<file path="config.mk">
export PLATFORM = sky130hd
export DESIGN_NAME = key_debounce_array_flat
export DESIGN_NICKNAME = d
export VERILOG_FILES = /design/src/rtl/key_pkg.sv /design/src/rtl/key_debounce_array_if.sv /design/src/rtl/debounce_channel.sv /design/src/rtl/key_debounce_array.sv /design/src/flat_wrapper.sv
export SDC_FILE = /design/constraint.sdc
export NUM_CORES = 1
export LEC_CHECK = 0
export CAP_MARGIN = 0
export CORE_MARGIN = 2
export CORE_UTILIZATION = 40
export CTS_BUF_LIST = sky130_fd_sc_hd__clkbuf_8
export DETAILED_ROUTE_END_ITERATION = 16
export PLACE_DENSITY = 0.6
export SLEW_MARGIN = 20
export SYNTH_ARGS = -nofsm -noshare
export SYNTH_HDL_FRONTEND = slang
export SYNTH_SLANG_ARGS = --single-unit
</file>
<file path="constraint.sdc">
create_clock -name sys_clk -period 2.05 [get_ports sys_clk]
set_input_delay 0.41 -clock sys_clk [delete_from_list [all_inputs] [get_ports sys_clk]]
set_output_delay 0.41 -clock sys_clk [all_outputs]
set_load 0.1 [all_outputs]
</file>
<file path="src/rtl/key_pkg.sv">
// key_pkg: channel FSM state type and counter width helper shared by the debounce array
package key_pkg;
  typedef enum logic [1:0] {RELEASED, PRESS_CHK, PRESSED, RELEASE_CHK} key_state_t;
  function automatic int cnt_w(input int n);
    return n > 1 ? $clog2(n) : 1;
  endfunction
endpackage

</file>
<file path="src/rtl/key_debounce_array_if.sv">
// key_debounce_array_if: raw keys in; debounced levels, press/release/repeat pulses and merged key events out
interface key_debounce_array_if #(parameter int N_KEYS = 3);
  localparam int CODE_W = N_KEYS > 1 ? $clog2(N_KEYS) : 1;
  logic [N_KEYS-1:0] key_raw;
  logic [N_KEYS-1:0] key_level;
  logic [N_KEYS-1:0] key_press;
  logic [N_KEYS-1:0] key_release;
  logic [N_KEYS-1:0] key_repeat;
  logic evt_valid;
  logic [CODE_W-1:0] evt_code;
  logic evt_repeat;
  logic evt_multi;
  modport master (
    output key_raw,
    input key_level, key_press, key_release, key_repeat, evt_valid, evt_code, evt_repeat, evt_multi
  );
  modport slave (
    input key_raw,
    output key_level, key_press, key_release, key_repeat, evt_valid, evt_code, evt_repeat, evt_multi
  );
endinterface

</file>
<file path="src/rtl/debounce_channel.sv">
// debounce_channel: one key - 2-flop synchroniser, stability/hold counters, debounced level and press/release/repeat pulses
module debounce_channel
  import key_pkg::*;
#(
  parameter int STABLE_CYCLES = 4,
  parameter int HOLD_CYCLES = 50,
  parameter int REPEAT_CYCLES = 20,
  parameter bit REPEAT_EN = 1'b1
) (
  input logic clk,
  input logic rst,
  input logic raw,
  output logic level,
  output logic press_pls,
  output logic release_pls,
  output logic repeat_pls
);
  localparam int SW = cnt_w(STABLE_CYCLES);
  localparam int HW = cnt_w(HOLD_CYCLES);
  localparam logic [SW-1:0] STAB_LAST = SW'(STABLE_CYCLES - 1);
  localparam logic [HW-1:0] HOLD_LAST = HW'(HOLD_CYCLES - 1);
  localparam logic [HW-1:0] HOLD_RELOAD = HW'(HOLD_CYCLES - REPEAT_CYCLES);
  key_state_t state, state_nx;
  logic sync1, sync2;
  logic [SW-1:0] stab_cnt, stab_nx;
  logic [HW-1:0] hold_cnt, hold_nx;
  logic level_nx, press_nx, release_nx, repeat_nx;
  always_ff @(posedge clk or posedge rst)
    if (rst) begin
      sync1 <= 1'b0;
      sync2 <= 1'b0;
      state <= RELEASED;
      stab_cnt <= '0;
      hold_cnt <= '0;
      level <= 1'b0;
      press_pls <= 1'b0;
      release_pls <= 1'b0;
      repeat_pls <= 1'b0;
    end else begin
      sync1 <= raw;
      sync2 <= sync1;
      state <= state_nx;
      stab_cnt <= stab_nx;
      hold_cnt <= hold_nx;
      level <= level_nx;
      press_pls <= press_nx;
      release_pls <= release_nx;
      repeat_pls <= repeat_nx;
    end
  always_comb begin
    state_nx = state;
    stab_nx = stab_cnt;
    hold_nx = hold_cnt;
    level_nx = level;
    press_nx = 1'b0;
    release_nx = 1'b0;
    repeat_nx = 1'b0;
    case (state)
      RELEASED:
        if (sync2) begin
          state_nx = PRESS_CHK;
          stab_nx = SW'(1);
        end
      PRESS_CHK:
        if (!sync2) begin
          state_nx = RELEASED;
          stab_nx = '0;
        end else if (stab_cnt == STAB_LAST) begin
          state_nx = PRESSED;
          stab_nx = '0;
          hold_nx = '0;
          level_nx = 1'b1;
          press_nx = 1'b1;
        end else stab_nx = stab_cnt + 1'b1;
      PRESSED:
        if (!sync2) begin
          state_nx = RELEASE_CHK;
          stab_nx = SW'(1);
        end else if (REPEAT_EN) begin
          hold_nx = hold_cnt == HOLD_LAST ? HOLD_RELOAD : hold_cnt + 1'b1;
          repeat_nx = hold_cnt == HOLD_LAST;
        end
      RELEASE_CHK:
        if (sync2) begin
          state_nx = PRESSED;
          stab_nx = '0;
        end else if (stab_cnt == STAB_LAST) begin
          state_nx = RELEASED;
          stab_nx = '0;
          level_nx = 1'b0;
          release_nx = 1'b1;
        end else stab_nx = stab_cnt + 1'b1;
      default: state_nx = RELEASED;
    endcase
  end
endmodule

</file>
<file path="src/rtl/key_debounce_array.sv">
// key_debounce_array: N_KEYS debounce channels plus a registered priority encoder merging press/repeat pulses into key events
module key_debounce_array
  import key_pkg::*;
#(
  parameter int N_KEYS = 3,
  parameter int STABLE_CYCLES = 4,
  parameter int HOLD_CYCLES = 50,
  parameter int REPEAT_CYCLES = 20,
  parameter bit REPEAT_EN = 1'b1
) (
  input logic sys_clk,
  input logic sys_rst,
  key_debounce_array_if.slave bus
);
  localparam int CODE_W = N_KEYS > 1 ? $clog2(N_KEYS) : 1;
  logic [N_KEYS-1:0] level, press, rel, rep, hit;
  logic [CODE_W-1:0] code_nx, evt_code;
  logic [4:0] cnt;
  logic evt_valid, evt_repeat, evt_multi;
  genvar i;
  for (i = 0; i < N_KEYS; i++) begin : g_ch
    debounce_channel #(
      .STABLE_CYCLES(STABLE_CYCLES),
      .HOLD_CYCLES(HOLD_CYCLES),
      .REPEAT_CYCLES(REPEAT_CYCLES),
      .REPEAT_EN(REPEAT_EN)
    ) u_ch (
      .clk(sys_clk),
      .rst(sys_rst),
      .raw(bus.key_raw[i]),
      .level(level[i]),
      .press_pls(press[i]),
      .release_pls(rel[i]),
      .repeat_pls(rep[i])
    );
  end
  assign hit = press | rep;
  always_comb begin
    code_nx = '0;
    cnt = '0;
    for (int k = N_KEYS - 1; k >= 0; k--) begin
      code_nx = (|press ? press[k] : rep[k]) ? CODE_W'(k) : code_nx;
      cnt = cnt + 5'(hit[k]);
    end
  end
  always_ff @(posedge sys_clk or posedge sys_rst)
    if (sys_rst) begin
      evt_valid <= 1'b0;
      evt_code <= '0;
      evt_repeat <= 1'b0;
      evt_multi <= 1'b0;
    end else begin
      evt_valid <= |hit;
      evt_code <= code_nx;
      evt_repeat <= ~|press & |rep;
      evt_multi <= cnt > 5'd1;
    end
  assign bus.key_level = level;
  assign bus.key_press = press;
  assign bus.key_release = rel;
  assign bus.key_repeat = rep;
  assign bus.evt_valid = evt_valid;
  assign bus.evt_code = evt_code;
  assign bus.evt_repeat = evt_repeat;
  assign bus.evt_multi = evt_multi;
endmodule
</file>
<file path="src/flat_wrapper.sv">
// flat-port wrapper written by rule: the top's interface ports become plain ports
module key_debounce_array_flat import key_pkg::*;
#(
  parameter int N_KEYS = 3,
  parameter int STABLE_CYCLES = 4,
  parameter int HOLD_CYCLES = 50,
  parameter int REPEAT_CYCLES = 20,
  parameter bit REPEAT_EN = 1'b1
)
  (sys_clk, sys_rst, bus_key_raw, bus_key_level, bus_key_press, bus_key_release, bus_key_repeat, bus_evt_valid, bus_evt_code, bus_evt_repeat, bus_evt_multi);
  key_debounce_array_if #(.N_KEYS(N_KEYS)) bus_i ();
  input logic sys_clk;
  input logic sys_rst;
  input wire logic [$bits(bus_i.key_raw)-1:0] bus_key_raw;
  output wire logic [$bits(bus_i.key_level)-1:0] bus_key_level;
  output wire logic [$bits(bus_i.key_press)-1:0] bus_key_press;
  output wire logic [$bits(bus_i.key_release)-1:0] bus_key_release;
  output wire logic [$bits(bus_i.key_repeat)-1:0] bus_key_repeat;
  output wire logic [$bits(bus_i.evt_valid)-1:0] bus_evt_valid;
  output wire logic [$bits(bus_i.evt_code)-1:0] bus_evt_code;
  output wire logic [$bits(bus_i.evt_repeat)-1:0] bus_evt_repeat;
  output wire logic [$bits(bus_i.evt_multi)-1:0] bus_evt_multi;
  assign bus_i.key_raw = bus_key_raw;
  assign bus_key_level = bus_i.key_level;
  assign bus_key_press = bus_i.key_press;
  assign bus_key_release = bus_i.key_release;
  assign bus_key_repeat = bus_i.key_repeat;
  assign bus_evt_valid = bus_i.evt_valid;
  assign bus_evt_code = bus_i.evt_code;
  assign bus_evt_repeat = bus_i.evt_repeat;
  assign bus_evt_multi = bus_i.evt_multi;
  key_debounce_array #(.N_KEYS(N_KEYS), .STABLE_CYCLES(STABLE_CYCLES), .HOLD_CYCLES(HOLD_CYCLES), .REPEAT_CYCLES(REPEAT_CYCLES), .REPEAT_EN(REPEAT_EN)) u_core (.sys_clk(sys_clk), .sys_rst(sys_rst), .bus(bus_i));
endmodule
</file>
; After elaboration in Yosys (flattened, before gate mapping)
; Cells that the tools add are included.
[op_classes]
n_reduce_logical = 25
magnitude_cmp = 1
muxes = 93
bitwise = 2
eq_ne = 42
add_sub_neg = 8
[op_table]
columns = operator, count
row1 = 6-bit two-way mux, 12
row2 = 2-bit two-way mux, 33
row3 = 2-bit one-hot mux with 4 select lines, 6
row4 = "2-bit inequality test, second input constant", 21
row5 = 1-bit two-way mux, 36
row6 = 6-bit one-hot mux with 2 select lines, 3
row7 = 4-bit AND reduction, 6
row8 = "6-bit by 1-bit adder with 6-bit output, second input constant", 3
row9 = "2-bit == test, second input constant", 9
row10 = "6-bit == test, second input constant", 3
row11 = "3-bit inequality test, second input constant", 6
row12 = 5-bit AND reduction, 3
row13 = 2-bit nonzero test, 6
row14 = 3-bit OR reduction, 3
row15 = "2-bit by 1-bit adder with 2-bit output, second input constant", 3
row16 = "2-bit by 1-bit == test with 1-bit output, second input constant", 3
row17 = 2-bit logical NOT, 3
row18 = 1-bit one-hot mux with 2 select lines, 3
row19 = 2-bit AND reduction, 3
row20 = 5-bit by 1-bit adder with 5-bit output, 1
row21 = "5-bit by 1-bit > comparator with 1-bit output, second input constant", 1
row22 = 3-bit OR, 1
row23 = 1-bit by 1-bit adder with 2-bit output, 1
row24 = 1-bit AND, 1
row25 = 1-bit logical NOT, 1
[totals]
out_inout_bits = 17
register_bits = 53
in_bits = 5

; Depth between registers and ports, before layout
[logic_depth]
depth_word = 5
mapped_depth = 5
mapped_depth_nobuf = 5

; Modules after synthesis
; Synthesis repeated with hierarchy kept, for this count alone.
[unflattened]
hier_cells = 228
area_unflattened_um2 = 2575.0
[modules_own_cells]
columns = module, area_per_inst_um2, seq_area_each_um2, cells_per_inst, n_inst
row1 = debounce_channel at u_core.g_ch[1].u_ch ..., 785.8, 400.4, 69, 2
row2 = debounce_channel at u_core.g_ch[0].u_ch, 782.0, 400.4, 69, 1
row3 = key_debounce_array, 221.5, 125.1, 21, 1

; Least setup slack after synthesis
; No wires, ideal clock.
[synth_path]
kind = reg-to-output
start = reg u_core.evt_code[0], in the netlist u_core.bus.evt_code[0]
end = out bus_evt_code[0]
arrival_time_ns = 0.883
path_buffers = 0
setup_slack_ns = 0.757
path_stages_with_launch = 1
cell_sequence = dfrtp_1
[synth_rtl]
columns = element, line_no
row1 = "start, declared", key_debounce_array.sv:17  ; logic [CODE_W-1:0] code_nx, evt_code;
row2 = "start signal, assigned", key_debounce_array.sv:54  ; evt_code <= code_nx;
row3 = "end, declared", flat_wrapper.sv:20  ; output wire logic [$bits(bus_i.evt_code)-1:0] bus_evt_code;
; No word-level cell between the ends.

; Worst setup path in the final report
[layout_path]
start = reg u_core.g_ch[0].u_ch.press_pls
end = out bus_key_press[0]
[layout_rtl]
columns = element, line_no
row1 = "start, declared", debounce_channel.sv:14  ; output logic press_pls,
row2 = "start signal, assigned", debounce_channel.sv:46  ; press_pls <= press_nx;
row3 = "end, declared", flat_wrapper.sv:16  ; output wire logic [$bits(bus_i.key_press)-1:0] bus_key_press;
; No word-level cell between the ends.

==> metrics.md <==
| Metric | Value |
|---|---|
| Placed Cells | `325` |
| Worst setup SP type | `register` |
| Worst setup endpoint | `bus_key_press[0]` |
| H-tree Lvls | `2` |
| Cts hold-fix bufs | `0` |
| Most frequent cells in the layout | `dfrtp_1, o21ai_1, buf_4` |
| Mapped cell area | `2577 um2` |
| First-pass iteration count of the detailed router | `4` |
| DRC violations left | `0` |
| Drt total wl | `4008 um` |
| Detailed placement HPWL | `2821 um` |
| Final setup viols | `0` |
| Core region area | `6277 um2` |
| Final period util | `0.7328` |
| Syn-to-layout area delta | `9.417%` |
| Worst Hold Class | `reg2reg` |
| Die H | `84.27 um` |
| Power per Cell Area | `1021 nW/um2` |
| Die area | `7101 um2` |
| Post-DRT Antenna Nets | `0` |
| Stages on the worst setup path | `1` |
| Worst vdd ir | `0.0004689 V` |
| First-pass GRT wire length | `7445 um` |
| Synth cell types | `40` |
| Flops & latches, synth | `53` |
| Grt met2 use | `0.2020` |
| Chip Width | `84.27 um` |
| Met1 usage | `0.1698` |
| Post-route setup slack | `0.5478 ns` |
| GR peak layer | `met2` |
| Final Hold Fails | `0` |
| Most common cell after layout, fill and taps aside | `dfrtp_1` |
| Layout cell share with drive strength beyond 1 | `0.1451` |
| Fin cells | `332` |
| Reg power frac | `0.512` |
| Pint | `1.902 mW` |
| Gr ovfl total | `0` |
| Largest net degree at the start of global routing | `54` |
| Clk_lat worst skew | `0.29 ns` |
| Row cnt | `29` |
| Gpl congestion | `0.7980` |
| Ys async rst share | `1.000` |
| DP Worst Slack | `0.7047 ns` |
| Reg-to-reg setup timing slack | `0.69 ns` |
| CTS tree | `done` |
| Routed via count | `1683` |
| Reg2reg end | `u_core.g_ch[1].u_ch.hold_cnt[2]$_DFFE_PP0P_` |
| Combinational share of power | `0.256` |
| CP peak stage delay | `0.47 ns` |
| Setup bufs post-CTS | `0` |
| Tmin final | `1.502 ns` |
| Sw frac | `0.3397` |
| Mean Syn Cell Area | `10.48 um2` |
| Vias in the first global route | `1641` |
| R2r worst-path depth | `5` |
| EDFF count, synth | `0` |
| Psw | `0.9783 mW` |
| Outcome | `completed` |
| Clock Skews | `0.005597 ns` |
| Seq/Total Area, Yosys | `0.5146` |
| Worst path buffer plus inverter count | `1` |
| Worst Setup SP | `u_core.g_ch[0].u_ch.press_pls$_DFF_PP0_` |
| 1st-iter DRT viols | `78` |
| Setup TNS | `0 ns` |
| Vias per std cell | `5.069` |
| Slowest cell on the critical path | `dfrtp_1` |
| Crit. End Element | `output pin` |
| RSZ-0062 raised after global routing | `false` |
| Global Route met3 Usage | `0.03540` |
| Top_reg_cell synth | `dfrtp_1` |
| Critical Path RT | `1.64 ns` |
| Cts repair resizes | `0` |
| Post-Synthesis Cells | `246` |
| CTS Buffer Depth | `2` |
| Initial antenna violation count | `0` |
| R2r startpoint | `u_core.g_ch[1].u_ch.stab_cnt[0]$_DFFE_PP0P_` |
| Total GRT Usage | `0.1266` |
| Clock Sink Count | `53` |
| Total Nets Final | `271` |
| Family with the most delay on the worst path | `flip-flops` |
| Hold_sp | `u_core.g_ch[1].u_ch.sync1$_DFF_PP0_` |
| Crit path cell chain | `buf_4` |
| Post-Synthesis Net Count | `262` |
| Lkg Pwr | `1.314 nW` |
| Avg WL per Cell | `12.07 um` |
| Starting Density | `0.4106` |
| Max_cap viols | `0` |
| Worst-Margin Slew | `0.4189 ns` |
| Top Ports | `22` |
| Crit path kind | `reg2out` |
| Clk Tree Root Cell | `clkbuf_8` |
| Num CTS Buffers | `5` |
| Slew HR | `0.7208` |
| Worst Path Max Fanout | `6` |
| Final Slew Violations | `0` |
| PortBufs | `21` |
| Worst Path Arrival | `1.09 ns` |
| Synth warnings | `0` |
| Clock transition at the registers of the reported paths | `0.09 ns` |
| Antenna cells | `0` |
| Clock power share | `0.232` |
| Max Fclk | `665.7 MHz` |
[per-layer routing]
layer,part of all wire,vias up
li1,-,859
met1,0.49,800
met2,0.47,22
met3,0.033,2
met4,0.0095,0
met5,0,-
[kinds of logic after synthesis]
kind of cell,count (synthesis),synth area share
flops,53,0.5146
xor+xnor,4,0.01359
compound gates,65,0.1471
mux,1,0.004369
fa+ha+maj,11,0.05340
simple gates,83,0.1976
buf+inv,29,0.06942
[synth_stat cells, types with 3 or more instances]
cell type | instances | share of area
nand3_1 | 10 | 0.019
inv_1 | 9 | 0.013
nor3b_1 | 4 | 0.012
nor3_1 | 3 | 0.0058
nand2_1 | 15 | 0.022
buf_4 | 18 | 0.052
xor2_1 | 4 | 0.014
nand3b_4 | 3 | 0.023
nand2b_1 | 6 | 0.015
o21ai_0 | 13 | 0.025
nor2_1 | 14 | 0.020
o21ai_2 | 3 | 0.010
a31oi_1 | 5 | 0.012
nand4_1 | 3 | 0.0073
a21boi_0 | 3 | 0.0087
and3b_1 | 4 | 0.014
nor2b_1 | 4 | 0.0097
a21o_1 | 3 | 0.0087
o21ai_1 | 22 | 0.043
o21a_1 | 7 | 0.020
nand3b_1 | 3 | 0.0087
dfrtp_1 | 53 | 0.51
a21oi_1 | 7 | 0.014
ha_1 | 11 | 0.053
[power groups by stage]
| stage | registers (mW) | clock network, mW | logic [mW] |
|---|---|---|---|
| 2_1_floorplan | 1.43 | 0 | 0.698 |
| 5_1_grt | 1.52 | 0.755 | 0.839 |
| 4_1_cts | 1.47 | 0.703 | 0.750 |
| 6_report | 1.47 | 0.668 | 0.738 |
| 3_5_place_dp | 1.50 | 0 | 0.748 |
| 3_3_place_gp | 1.49 | 0 | 0.733 |
[state kept, by name, summed over array words and instances (netlist names), named ones only]
register,count
u_core.bus.evt_code,2
u_core.bus.evt_multi,1
u_core.bus.evt_repeat,1
u_core.bus.evt_valid,1
u_core.g_ch.u_ch.hold_cnt,18
u_core.g_ch.u_ch.level,3
u_core.g_ch.u_ch.press_pls,3
u_core.g_ch.u_ch.release_pls,3
u_core.g_ch.u_ch.repeat_pls,3
u_core.g_ch.u_ch.stab_cnt,6
u_core.g_ch.u_ch.state,3
u_core.g_ch.u_ch.sync1,3
u_core.g_ch.u_ch.sync2,3
[stage by stage]
stage / total power, mW / util / hold WS (ns) / instance area (um2)
3_5_place_dp: 2.244 / 0.4327 / 0.3373 / 2716
3_3_place_gp: 2.224 / 0.4327 / 0.3332 / 2716
5_1_grt: 3.117 / 0.4493 / 0.3666 / 2820
6_report: 2.880 / 0.4493 / 0.3556 / 2820
2_1_floorplan: 2.124 / - / 0.3312 / 2577
4_1_cts: 2.927 / 0.4493 / 0.3589 / 2820
[layout make-up]
| class | count | area [um2] |
|---|---|---|
| sequential | 53 | 1326 |
| multi-input combinational | 164 | 1072 |
| clock buffer | 5 | 68.82 |
| timing repair buffer | 22 | 187.7 |
| fill | 622 | 3457 |
| clock inverter | 2 | 35.03 |
| tap | 77 | 96.34 |
| inverter | 9 | 33.78 |
[worst min path at each step]
| stage | endpoint | slack, ns | cells after the start |
|---|---|---|---|
| after floorplan | u_core.g_ch[0].u_ch.sync2$_DFF_PP0_ | 0.33 | 0 |
| after global placement | u_core.g_ch[1].u_ch.sync2$_DFF_PP0_ | 0.33 | 0 |
| after detailed placement | u_core.g_ch[1].u_ch.sync2$_DFF_PP0_ | 0.34 | 0 |
| after CTS | u_core.g_ch[1].u_ch.sync2$_DFF_PP0_ | 0.36 | 0 |
| after global routing | u_core.g_ch[0].u_ch.sync2$_DFF_PP0_ | 0.37 | 0 |
| final | u_core.g_ch[1].u_ch.sync2$_DFF_PP0_ | 0.36 | 0 |
Note: power is estimated with default switching activity, not from simulation.
